## src/rtl/sipo_rx.sv

```systemverilog
// sipo_rx: serial-to-parallel receiver with a one-deep valid/ready output register.
//
// Each bit_en strobe samples one bit from SI. frame=1 together with bit_en marks the
// first bit of a word. It also resyncs the receiver, so a partial word is dropped.
// A completed WIDTH-bit word goes into the output register (Dout / Dout_valid).
// If the register still holds an unconsumed word, the new word is dropped and the
// sticky overrun flag is set.
//
// Optional feature, macro SIPO_RX_PARITY_EN: an even-parity bit follows the data
// bits, and the word is delivered on the parity strobe with par_err.
//
// Ports:
//   clk         clock, rising edge
//   rst         synchronous active-high reset
//   SI          serial data in
//   bit_en      bit strobe
//   frame       start-of-word marker, qualified by bit_en
//   Dout        received word, stable while Dout_valid=1
//   Dout_valid  Dout holds an unconsumed word
//   Dout_ready  downstream accepts Dout when Dout_valid=1
//   busy        a word is partially received
//   bit_cnt     data bits received for the current word
//   overrun     sticky, a completed word was dropped
//   clr_ovr     clears overrun
//   par_err     (SIPO_RX_PARITY_EN only) parity error for Dout
module sipo_rx #(
  parameter int unsigned WIDTH     = 8,
  parameter bit          MSB_FIRST = 1'b1
) (
  input  logic                       clk,
  input  logic                       rst,
  input  logic                       SI,
  input  logic                       bit_en,
  input  logic                       frame,
  output logic [WIDTH-1:0]           Dout,
  output logic                       Dout_valid,
  input  logic                       Dout_ready,
  output logic                       busy,
  output logic [$clog2(WIDTH+1)-1:0] bit_cnt,
  output logic                       overrun,
  input  logic                       clr_ovr
`ifdef SIPO_RX_PARITY_EN
  ,
  output logic                       par_err
`endif
);

  localparam int unsigned CntW = $clog2(WIDTH + 1);

  typedef enum logic [1:0] {StIdle, StShift, StPar} state_e;

  state_e            state_q;
  logic [WIDTH-1:0]  sh_q;
  logic [CntW-1:0]   cnt_q;
  logic [WIDTH-1:0]  dout_q;
  logic              dout_valid_q;
  logic              overrun_q;
`ifdef SIPO_RX_PARITY_EN
  logic              par_err_q;
`endif

  logic [WIDTH-1:0]  sh_shift;
  logic [WIDTH-1:0]  sh_first;
  logic [WIDTH-1:0]  word;
  logic              last_bit;
  logic              deliver;
  logic              accept;
  logic              drop;

  always_comb begin
    sh_shift = MSB_FIRST ? {sh_q[WIDTH-2:0], SI} : {SI, sh_q[WIDTH-1:1]};
    sh_first = MSB_FIRST ? {{(WIDTH-1){1'b0}}, SI} : {SI, {(WIDTH-1){1'b0}}};
    // The strobe that samples data bit number WIDTH.
    last_bit = bit_en && !frame && (state_q == StShift) && (cnt_q == CntW'(WIDTH - 1));
`ifdef SIPO_RX_PARITY_EN
    deliver  = bit_en && !frame && (state_q == StPar);
    word     = sh_q;
`else
    deliver  = last_bit;
    word     = sh_shift;
`endif
    // A pop on the same edge frees the register, so the push needs no bubble.
    accept   = deliver && (!dout_valid_q || Dout_ready);
    drop     = deliver && dout_valid_q && !Dout_ready;
  end

  always_ff @(posedge clk) begin
    if (rst) begin
      state_q      <= StIdle;
      sh_q         <= '0;
      cnt_q        <= '0;
      dout_q       <= '0;
      dout_valid_q <= 1'b0;
      overrun_q    <= 1'b0;
`ifdef SIPO_RX_PARITY_EN
      par_err_q    <= 1'b0;
`endif
    end else begin
      // Receive side.
      if (bit_en) begin
        if (frame) begin
          sh_q    <= sh_first;
          cnt_q   <= CntW'(1);
          state_q <= StShift;
        end else begin
          unique case (state_q)
            StShift: begin
              sh_q <= sh_shift;
              if (last_bit) begin
`ifdef SIPO_RX_PARITY_EN
                cnt_q   <= CntW'(WIDTH);
                state_q <= StPar;
`else
                cnt_q   <= '0;
                state_q <= StIdle;
`endif
              end else begin
                cnt_q <= cnt_q + 1'b1;
              end
            end
            StPar: begin
              cnt_q   <= '0;
              state_q <= StIdle;
            end
            default: ;  // StIdle: a bit outside a word is ignored
          endcase
        end
      end

      // Output register.
      if (accept) begin
        dout_q       <= word;
        dout_valid_q <= 1'b1;
`ifdef SIPO_RX_PARITY_EN
        par_err_q    <= (^word) ^ SI;
`endif
      end else if (dout_valid_q && Dout_ready) begin
        dout_valid_q <= 1'b0;
      end

      // A drop on the same edge as clr_ovr keeps the flag set.
      if (drop) begin
        overrun_q <= 1'b1;
      end else if (clr_ovr) begin
        overrun_q <= 1'b0;
      end
    end
  end

  assign Dout       = dout_q;
  assign Dout_valid = dout_valid_q;
  assign overrun    = overrun_q;
  assign busy       = (state_q != StIdle);
  assign bit_cnt    = cnt_q;
`ifdef SIPO_RX_PARITY_EN
  assign par_err    = par_err_q;
`endif

endmodule
```

## config.mk

```make
export PLATFORM = sky130hd
export DESIGN_NAME = sipo_rx
export DESIGN_NICKNAME = d
export VERILOG_FILES = /design/src/rtl/sipo_rx.sv
export SDC_FILE = /design/constraint.sdc
export NUM_CORES = 1
export LEC_CHECK = 0
export CAP_MARGIN = 5
export CORE_MARGIN = 3
export CORE_UTILIZATION = 35
export CTS_BUF_LIST = sky130_fd_sc_hd__clkbuf_4 sky130_fd_sc_hd__clkbuf_8 sky130_fd_sc_hd__clkbuf_16
export CTS_CLUSTER_DIAMETER = 80
export DETAILED_ROUTE_END_ITERATION = 12
export PLACE_DENSITY = 0.6
export REMOVE_ABC_BUFFERS = 1
export SYNTH_ARGS = -nofsm -noshare
export SYNTH_HDL_FRONTEND = slang
export SYNTH_SLANG_ARGS = --single-unit
```

## constraint.sdc

```tcl
create_clock -name clk -period 2.4 [get_ports clk]
set_input_delay 0.6 -clock clk [delete_from_list [all_inputs] [get_ports clk]]
set_output_delay 0.6 -clock clk [all_outputs]
set_load 0.01 [all_outputs]
```

# ---- Word-level counts from Yosys, hierarchy flattened
# Index checks and enable logic that the tools add are counted.
dict set report classes {
  n_reduce_logical 19
  n_mux 12
  eq_ne 4
  addsub 1
}
# op count
set op_table {}
lappend op_table {{7-bit 2-to-1 mux} 2}
lappend op_table {{4-bit 2-to-1 mux} 2}
lappend op_table {{4-bit one-hot mux with 2 select lines} 1}
lappend op_table {{2-bit nonzero test} 4}
lappend op_table {{1-bit logical AND} 7}
lappend op_table {{4-bit by 1-bit adder with 4-bit output, second input constant} 1}
lappend op_table {{4-bit by 3-bit equality test with 1-bit output, second input constant} 1}
lappend op_table {{1-bit 2-to-1 mux} 4}
lappend op_table {{2-bit 2-to-1 mux} 2}
lappend op_table {{2-bit one-hot mux with 2 select lines} 1}
lappend op_table {{2-bit AND reduction} 2}
lappend op_table {{1-bit zero test} 3}
lappend op_table {{3-bit != test, second input constant} 1}
lappend op_table {{3-bit AND reduction} 1}
lappend op_table {{3-bit nonzero test} 1}
lappend op_table {{2-bit by 1-bit equality test with 1-bit output, second input constant} 1}
lappend op_table {{2-bit equality test, second input constant} 1}
lappend op_table {{1-bit logical OR} 1}
dict set report word_totals {
  out_inout_bits 15
  word_cells 42
  input_bits 7
  regBits 23
}

# ---- Longest topological paths before layout
dict set report logic_depth {
  depth_word 7
  ltp_mapped 5
  ltp_nobuf 4
}

# ---- Worst setup path before layout
# Ideal clock, no wire load.
dict set report synth_path {
  path_type {register to register}
  start {register cnt_q[1], in the netlist bit_cnt[1]}
  end {register dout_q[0], in the netlist Dout[0]}
  required_ns 2.328
  stages_incl_launch_ff 6
  path_buffers 1
  arrival_ns 1.321
  period_less_slack_ns 1.393
  setup_time_ns 0.072
  path_slack_ns 1.007
  cell_sequence {dfxtp_1 -> ha_1 -> nand3b_2 -> nor4b_2 -> buf_4 -> mux2i_1}
}
dict set report synth_via {
  elab_chain_len 3
}
# element line
set synth_rtl {}
lappend synth_rtl {{start: declaration} 54} ;# logic [CntW-1:0] cnt_q;
lappend synth_rtl {{start signal: assignment} 103} ;# cnt_q <= CntW'(1);
lappend synth_rtl {{start signal: assignment} 118} ;# cnt_q <= cnt_q + 1'b1;
lappend synth_rtl {{4-bit by 3-bit equality test with 1-bit output} 74} ;# last_bit = bit_en && !frame && (state_q == StShift) && (cnt_q == CntW'(WIDTH - 1));
lappend synth_rtl {{1-bit logical AND} 74}
lappend synth_rtl {{1-bit logical AND} 83} ;# accept = deliver && (!dout_valid_q || Dout_ready);
lappend synth_rtl {{end signal: assignment} 132} ;# dout_q <= word;
lappend synth_rtl {{end: declaration} 55} ;# logic [WIDTH-1:0] dout_q;
# No other way between the ends.
# A chain may end at the register's enable or synchronous reset.

# ---- Worst setup path in the final report
dict set report layout_path {
  start {register cnt_q[2], in the netlist bit_cnt[2]}
  end {output bit_cnt[2]}
}
# element line
set layout_lines {}
lappend layout_lines {{end: declaration} 39} ;# output logic [$clog2(WIDTH+1)-1:0] bit_cnt,
# No word-level cell between the ends.

==> summary.md <==
| Metric | Value |
|---|---|
| 1st-iter DRT viols | 8 |
| Synth-to-layout area growth | 29.34% |
| ANT nets after route | 0 |
| Setup total negative slack | 0 ns |
| Detailed Place HPWL | between 1500 and 2000 um |
| Post-CTS setup repair buffer count | 0 |
| Setup violations, final | 0 |
| Unique masters post-synth | 26 |
| Total CTS buffers | 3 |
| Worst path top cell family by delay | buffers and inverters |
| Die Wd | approximately 60 um |
| Via density per instance | 5.064 |
| R2r startpoint | bit_cnt[1] |
| Crit path time final | roughly 1.9 ns |
| Worst-case vdd ir drop | 0.3343 mV |
| CP startpoint kind | flip-flop |
| Mean area per synthesized cell | slightly below 9 sq um |
| Yosys warns | 0 |
| DRT Wirelength | around 2100 um |
| First-pass GRT wire length | around 3600 um |
| # IOs | 22 |
| Clock-pin slew on the worst setup and hold paths | about 0.12 ns |
| Critical path class | flip-flop to primary output |
| Grt ovf | 0 |
| Max Cap Viol | 0 |
| Critical path peak fanout | 6 |
| Die ar. | around 0.0037 sq mm |
| Synth top area share | between 40% and 50% |
| Outcome | completed |
| Hold-fix buffers, CTS | 0 |
| Clk buf depth | 2 |
| WL per Instance | between 10 and 15 um |
| Data arrival time of the critical path | 1.32 ns |
| H-tree Lvls | 1 |
| Leak | roughly 0.44 nW |
| Hold worst-path end | sh_q[6] |
| Fin area | between 0.001 and 0.0015 sq mm |
| FF-to-FF path depth | 5 |
| Vias in the first global route | 816 |
| CP max stage cell | clkdlybuf4s50_1 |
| CTS tree | yes |
| Data required, critical path | 1.80 ns |
| Worst-margin pin slew | approximately 0.58 ns |
| Final Net Count | 150 |
| GPL Wtd Cong | approximately 0.75 |
| Clock Latency Late Sink | about 0.3 ns |
| # rows | 19 |
| Area post-placement | about 0.0013 sq mm |
| Maximum clock frequency | between 500 and 600 MHz |
| Synth area leaders | dfxtp_1, nand2b_1, mux2i_1, a21oi_1, a21o_1 |
| TritonCTS Sinks | 22 |
| Sequential share of the synthesized area | 42.16% |
| Die Y | 60.64 um |
| Initial antenna violation count | 0 |
| GRT Util Overall | between 10% and 20% |
| Hold Violations, Final | 0 |
| Diode count | 0 |
| IO Port Bufs | 21 |
| CP max stage delay | approximately 0.57 ns |
| Share of post-route cells with drive strength above 1 | under 10% |
| Critical path, cell by cell | clkdlybuf4s50_1 |
| Largest area contributor in the netlist | dfxtp_1 |
| CTS root buf | clkbuf_4 |
| Core box area | ~0.0028 sq mm |
| Mapped Area | roughly 0.0010 sq mm |
| Hold Crit Start | sh_q[6] |
| Post-route clock period utilization | between 70% and 80% |
| Layout Utilization | 48.17% |
| Cell count after synthesis | 118 |
| Yosys reg bits | 22 |
| Worst setup EP type | primary output |
| Clk_skew | about 0.0013 ns |
| Worst rel slew slack | 61.43% |
| Via count | approximately 870 |
| RSZ-0062 raised after global routing | false |
| Pin count of the biggest net entering global routing | 24 |
| Slew Limit Fails | 0 |
| Post-CTS sizing | 0 |
| DRC | 0 |
| Reg-to-Reg End | Dout[4] |
| Register-to-register setup slack | ~0.86 ns |
| PwrDens | around 530 mW/mm^2 |
| Hold Crit Depth | 2 |
| CP bufs+invs | 1 |
| Hold WC Path Type | flip-flop to flip-flop |
| Drt pass-1 iters | 6 |
| Initial Util | approximately 37% |
[state kept, by name, summed over array words and instances, names as in the netlist]
name,flops
Dout,8
sh_q,7
bit_cnt,4
Dout_valid,1
overrun,1
state_q,1
[cells in the final DEF (no fill, tap or decap), types with 2 or more instances in the layout]
| master | count |
|---|---|
| nand2b_1 | 24 |
| dfxtp_1 | 22 |
| clkdlybuf4s50_1 | 21 |
| a21oi_1 | 13 |
| nand2_1 | 10 |
| mux2i_1 | 9 |
| nand3_1 | 7 |
| a21o_1 | 6 |
| buf_4 | 6 |
| o21ai_0 | 3 |
| clkbuf_4 | 3 |
| or3_1 | 2 |
[through the flow]
step,hold slack [ns],power (mW),setup slack (ns),std cells
global route,0.5062,0.7447,0.3983,172
floorplan,0.4308,0.4032,0.5530,110
CTS,0.4745,0.7282,0.4578,172
finish,0.4665,0.7153,0.4840,172
detailed placement,0.4567,0.4415,0.3639,168
global placement,0.4584,0.4409,0.4365,168
[cell families after synthesis]
family                   after synthesis  share of synthesized area [%]
buffers and inverters                  9                          4.190
AND/OR/NAND/NOR                       51                          29.34
adder cells (fa/ha/maj)                1                          1.197
multiplexers                           9                          8.623
flip-flops                            22                          42.16
AO/OA/AOI/OAI                         26                          14.49
[synth_stat cells]
library cell   n
a21boi_0       1
a21o_1         6
a21oi_1       13
a31oi_1        1
and4b_1        1
buf_2          2
buf_4          2
clkbuf_1       4
dfxtp_1       22
ha_1           1
inv_1          1
mux2i_1        9
nand2_1       10
nand2_2        1
nand2b_1      24
nand3_1        7
nand3b_2       1
nand4b_1       1
nor2_1         1
nor4b_2        1
o21ai_0        3
o21ai_1        1
o21bai_1       1
or3_1          2
or3b_1         1
or4_1          1
[worst max-delay path by stage]
stage               startpoint          to  slack (ns)  cells past startpoint
CTS                 bit_cnt[2]  bit_cnt[2]        0.46                      1
finish              bit_cnt[2]  bit_cnt[2]        0.48                      1
floorplan           state_q[0]     Dout[0]        0.55                      3
global route        bit_cnt[2]  bit_cnt[2]        0.40                      1
detailed placement       frame     Dout[1]        0.36                      4
global placement         frame     Dout[5]        0.44                      4
[power by group]
part | internal (mW) | switching, mW | leakage, nW
Clock | 0.169 | 0.113 | 0.0279
Sequential | 0.369 | 0.00355 | 0.178
Combinational | 0.0311 | 0.0298 | 0.236
[per-layer routing]
layer | GRT usage (%) | vias to the layer above | routed length [um]
met2 | 20.46 | 12 | 969
met4 | 5.573 | 0 | 13
met3 | 2.766 | 2 | 67
li1 | - | 448 | -
met5 | 0 | - | 0
met1 | 16.97 | 409 | 1064
[layout make-up]
| class | instances | area (sq um) |
|---|---|---|
| tap | 31 | 38.79 |
| clock inverter | 1 | 30.03 |
| clock buffer | 3 | 22.52 |
| inverter | 1 | 3.754 |
| fill | 298 | 1454 |
| multi-input combinational | 87 | 560.5 |
| sequential | 22 | 440.4 |
| timing repair buffer | 27 | 255.2 |
(Power assumes the default switching activity.)
